**src/rtl/load_byte_assembler.sv**
```systemverilog
// Byte-serial load assembler: reads 1/2/4 bytes over an 8-bit port, little-endian, then extends.
// Define LOAD_BYTE_ASSEMBLER_ALIGN_CHECK_EN to reject misaligned half/word requests.
module load_byte_assembler #(
    parameter int unsigned ADDR_WIDTH = 16,
    parameter int unsigned DATA_WIDTH = 32
) (
    input  logic                  clk,
    input  logic                  reset,
    input  logic                  req_valid,
    output logic                  req_ready,
    input  logic [ADDR_WIDTH-1:0] req_addr,
    input  logic [1:0]            req_size,
    input  logic                  req_signed,
    output logic                  mem_rd,
    output logic [ADDR_WIDTH-1:0] mem_addr,
    input  logic [7:0]            mem_data,
    input  logic                  mem_ack,
    output logic                  rsp_valid,
    input  logic                  rsp_ready,
    output logic [DATA_WIDTH-1:0] rsp_data,
    output logic                  rsp_err
);

    typedef enum logic [1:0] {
        StIdle,
        StRead,
        StResp
    } state_e;

    state_e                  state_q, state_d;
    logic [ADDR_WIDTH-1:0]   base_q, base_d;
    logic [1:0]              size_q, size_d;
    logic                    signed_q, signed_d;
    logic [2:0]              count_q, count_d;
    logic [DATA_WIDTH-1:0]   asm_q, asm_d;
    logic [DATA_WIDTH-1:0]   rsp_data_q, rsp_data_d;
    logic                    rsp_err_q, rsp_err_d;
    logic                    ready_q, ready_d;
    logic                    reject;
    logic [2:0]              nbytes;
    logic                    last_byte;

    // Same replication rules as the downstream sign-extension stage.
    function automatic logic [DATA_WIDTH-1:0] extend(input logic [DATA_WIDTH-1:0] v,
                                                     input logic [1:0] sz, input logic sgn);
        logic [DATA_WIDTH-1:0] r;
        case (sz)
            2'b00:   r = {{(DATA_WIDTH-8){sgn & v[7]}}, v[7:0]};
            2'b01:   r = {{(DATA_WIDTH-16){sgn & v[15]}}, v[15:0]};
            default: r = v;
        endcase
        return r;
    endfunction

`ifdef LOAD_BYTE_ASSEMBLER_ALIGN_CHECK_EN
    assign reject = (req_size == 2'b11)
                 || ((req_size == 2'b01) && req_addr[0])
                 || ((req_size == 2'b10) && (req_addr[1:0] != 2'b00));
`else
    assign reject = (req_size == 2'b11);
`endif

    always_comb begin
        nbytes = 3'd1;
        case (size_q)
            2'b01:   nbytes = 3'd2;
            2'b10:   nbytes = 3'd4;
            default: nbytes = 3'd1;
        endcase
    end

    assign last_byte = ((count_q + 3'd1) == nbytes);

    always_comb begin
        state_d    = state_q;
        base_d     = base_q;
        size_d     = size_q;
        signed_d   = signed_q;
        count_d    = count_q;
        asm_d      = asm_q;
        rsp_data_d = rsp_data_q;
        rsp_err_d  = rsp_err_q;

        unique case (state_q)
            StIdle: begin
                if (req_valid && ready_q) begin
                    base_d     = req_addr;
                    size_d     = req_size;
                    signed_d   = req_signed;
                    count_d    = 3'd0;
                    asm_d      = '0;
                    rsp_data_d = '0;
                    rsp_err_d  = 1'b0;
                    if (reject) begin
                        rsp_err_d = 1'b1;
                        state_d   = StResp;
                    end else begin
                        state_d = StRead;
                    end
                end
            end
            StRead: begin
                if (mem_ack) begin
                    asm_d[{count_q[1:0], 3'b000} +: 8] = mem_data;
                    count_d = count_q + 3'd1;
                    if (last_byte) begin
                        rsp_data_d = extend(asm_d, size_q, signed_q);
                        state_d    = StResp;
                    end
                end
            end
            StResp: begin
                if (rsp_ready) begin
                    state_d = StIdle;
                end
            end
            default: state_d = StIdle;
        endcase

        // Registered so req_ready stays low through reset without an input-to-output path.
        ready_d = (state_d == StIdle);
    end

    always_ff @(posedge clk) begin
        if (!reset) begin
            state_q    <= StIdle;
            base_q     <= '0;
            size_q     <= 2'b00;
            signed_q   <= 1'b0;
            count_q    <= 3'd0;
            asm_q      <= '0;
            rsp_data_q <= '0;
            rsp_err_q  <= 1'b0;
            ready_q    <= 1'b0;
        end else begin
            state_q    <= state_d;
            base_q     <= base_d;
            size_q     <= size_d;
            signed_q   <= signed_d;
            count_q    <= count_d;
            asm_q      <= asm_d;
            rsp_data_q <= rsp_data_d;
            rsp_err_q  <= rsp_err_d;
            ready_q    <= ready_d;
        end
    end

    assign req_ready = ready_q;
    assign mem_rd    = (state_q == StRead);
    assign mem_addr  = base_q + ADDR_WIDTH'(count_q);
    assign rsp_valid = (state_q == StResp);
    assign rsp_data  = rsp_data_q;
    assign rsp_err   = rsp_err_q;

endmodule

```
**config.mk**
```make
export PLATFORM = sky130hd
export DESIGN_NAME = load_byte_assembler
export DESIGN_NICKNAME = d
export VERILOG_FILES = /design/src/rtl/load_byte_assembler.sv
export SDC_FILE = /design/constraint.sdc
export NUM_CORES = 1
export LEC_CHECK = 0
export CORE_ASPECT_RATIO = 1.75
export CORE_UTILIZATION = 56
export CTS_CLUSTER_DIAMETER = 120
export DETAILED_ROUTE_END_ITERATION = 8
export HOLD_SLACK_MARGIN = 0.06
export PLACE_DENSITY = 0.91
export SYNTH_ARGS = -nofsm -noshare
export SYNTH_HDL_FRONTEND = slang
export SYNTH_SLANG_ARGS = --single-unit
```
**constraint.sdc**
```tcl
create_clock -name clk -period 3.6 [get_ports clk]
set_clock_uncertainty 0.2 [all_clocks]
set_input_delay 0.54 -clock clk [delete_from_list [all_inputs] [get_ports clk]]
set_output_delay 0.54 -clock clk [all_outputs]
set_load 0.05 [all_outputs]
```
==> metrics <==
Fill cells 535; DR vias/cell 6.05; post-synth top area share 0.415; utilization of the core after routing 0.743; total number of H-tree levels 3; Die Span Y ~120 µm; count of TritonRoute iterations in the first routing pass 4; CTS clock-pin slew for the worst setup and hold paths around 0.060 ns; source of the worst register-to-register timing path count_q[0]; most common cell in the netlist sky130_fd_sc_hd__dfxtp_1; number of flip-flops and latches in the synthesized netlist 90; critical setup path kind reg -> out; worst-case hold slack 0.274 ns; worst setup slack after placement 0.299 ns; starting utilization of the core area 0.577; half-perimeter wire length after detailed placement 8210 µm; total area of multi-input combinational cells about 2400 µm²; leakage power summed over all cells 2.18 nW; slew margin rel. 0.393; Hold Buf Count CTS 0; slack of the worst reg-to-reg path 0.37 ns; critical path fanouts, max 3; HP Class reg -> reg; total grt overflow 0; DRC violation total after the first TritonRoute iteration 267; max cap viols 0; crit path capture mem_addr[6]; die footprint between 8000 and 9000 µm²; DRC viols 0; Setup TNS 0 ns; Root Buffer Master sky130_fd_sc_hd__clkbuf_16; Worst Max-Slew Pin Slew ~0.9 ns; Startpoint Class flop; beginning of the critical path base_q[0]; cell accounting for the most synthesized area sky130_fd_sc_hd__dfxtp_1; Worst-Skew Late Latency 0.34 ns; via count of the first global-routing pass 3884; Synth Instances 460; area of all placed cells without fillers approximately 5600 µm²; share of flip-flops with an asynchronous set or reset after synthesis 0; Setup Fix Bufs, Post-CTS 0; sequential share of the synthesized area 0.415; total of endpoints with negative setup slack in the final report 0; syn nets 506; final RePlAce weighted congestion 0.906; maximum operating frequency about 290 MHz; post-detailed-routing wire length 11400 µm; number of placed instances with taps included 613; WP data required 2.86 ns; routed length per instance 18.2 µm; predominant post-synthesis flop cell sky130_fd_sc_hd__dfxtp_1; number of distinct library cell variants in the gate-level netlist after synthesis 47; Worst Reg-to-Reg Cells 8; initial antenna violation count 0; top area cells in the synthesized netlist sky130_fd_sc_hd__dfxtp_1 42%, sky130_fd_sc_hd__nor2b_1 6.9%, sky130_fd_sc_hd__nand2_1 4.3%; commonest cells in the netlist 90 x sky130_fd_sc_hd__dfxtp_1, 50 x sky130_fd_sc_hd__nand2_1, 48 x sky130_fd_sc_hd__nor2b_1; Final WS setup 0.158 ns; non-filler instance count after layout 629; maximum VDD drop 0.000268 V; largest net degree at the start of global routing 52; synthesized cell area 4340 µm²; width of the chip about 70 µm; total number of nets in the final design 582; Post-synth EDFFs 0; critical path data arrival time 2.70 ns; Core ar. 7510 µm²; post-route antenna net violation count 0; register area 1800 µm²; endpoint kind of the worst setup timing path output pin; number of buffer cells added on primary ports 83; total number of clock tree sinks 90; capturing point of the worst reg2reg path rsp_data[22]; number of core rows 42; CTS tree built; first-pass GRT wire length 18900 µm; via total after detailed routing 3808; power density over the cells 423 nW/µm²; setup repair after global routing missed its margin no; post-layout min period 3.44 ns; fraction of layout cells with a size suffix above 1 0.0813; number of pins with negative max-slew slack in the final report 0; warning count from the yosys run 0; Max clock buf depth 2; post-placement cell area 5270 µm²; top-level I/O count 84; average size of a mapped cell 9.43 µm²; Diodes inserted 0; Inserted Clock Buffers 9; Layout area overhead 28.7%; global-route usage over all layers 0.311; Power, Total 2.36 mW; outcome complete, no violations; final worst-path cycle share 0.956; number of hold-slack violations in the final timing report 0
cell usage in the layout, fill, tap and decap left out, drive strengths merged, types with 3 or more instances in the layout:
master,Yosys,routed
a21boi,22,22
a21oi,12,12
a221oi,17,17
a22o,14,14
a22oi,17,17
a31oi,7,7
and2,13,13
and3,9,9
buf,6,12
clkbuf,21,10
clkdlybuf4s50,0,74
clkinv,0,3
dfxtp,90,90
dlymetal6s2s,0,5
ha,13,13
inv,8,9
nand2,50,50
nand3,4,4
nor2,18,18
nor2b,48,48
nor3,4,4
nor4bb,4,4
o21a,7,7
o21ai,10,10
o2bb2ai,26,26
xnor2,6,6
xor2,10,10
final cells by class:
cell class | instances | share of cell area
flip-flops and latches | 90 | 0.323
repair buffers | 92 | 0.166
inverters | 8 | 0.00538
clock inverters | 6 | 0.0117
well taps | 88 | 0.0197
clock buffers | 10 | 0.0428
multi-input cells | 335 | 0.432
report_power, final:
| part | internal, mW | switching, mW | leakage, nW |
|---|---|---|---|
| Sequential | 1.02 | 0.0239 | 0.727 |
| Clock | 0.558 | 0.394 | 0.149 |
| Combinational | 0.137 | 0.231 | 1.31 |
| Total | 1.71 | 0.649 | 2.18 |
critical path: stages, from the launching register on:
cell                              delay [ns]
sky130_fd_sc_hd__dfxtp_1                0.32
sky130_fd_sc_hd__ha_1                   0.25
sky130_fd_sc_hd__fa_1                   0.43
sky130_fd_sc_hd__a21oi_1                0.21
sky130_fd_sc_hd__nor2b_1                0.12
sky130_fd_sc_hd__nand3_1                0.11
sky130_fd_sc_hd__xnor2_1                0.12
sky130_fd_sc_hd__clkdlybuf4s50_1        0.82
worst min-delay path by stage:
| stage | startpoint | endpoint | slack (ns) | depth (start not counted) |
|---|---|---|---|---|
| after detailed placement | asm_q[7] | asm_q[7] | 0.26 | 2 |
| after global placement | asm_q[7] | asm_q[7] | 0.25 | 2 |
| after floorplan | asm_q[7] | asm_q[7] | 0.24 | 2 |
| after CTS | asm_q[7] | asm_q[7] | 0.27 | 2 |
| final | rsp_data[23] | rsp_data[23] | 0.27 | 1 |
| after global routing | rsp_data[28] | rsp_data[28] | 0.29 | 1 |
metal layers:
layer | GRT usage | share of wire | vias to the layer above
li1 | - | - | 1818
met1 | 0.332 | 0.38 | 1841
met2 | 0.526 | 0.53 | 118
met3 | 0.0685 | 0.049 | 31
met4 | 0.188 | 0.042 | 0
met5 | 0 | 0 | -
flip-flops by register name, indices dropped and copies added (netlist names):
register and cells:
rsp_data 32, req_ready 1, state_q 2, base_q 16, rsp_err 1, signed_q 1
count_q 3, size_q 2, asm_q 32
timing repair:
item | CTS | global route
endpoints found under the hold margin | 0 | 0
endpoints found under the setup margin | 1 | 5
gates resized for setup | 1 | 5
cell families after synthesis:
| logic type | synth area share |
|---|---|
| AND/OR/NAND/NOR | 0.205 |
| buffers and inverters | 0.0332 |
| XOR/XNOR | 0.0381 |
| flip-flops | 0.415 |
| AO/OA/AOI/OAI | 0.262 |
| multiplexers | 0.00462 |
| adder cells (fa/ha/maj) | 0.0421 |
Note: power is estimated with default switching activity, not from simulation.
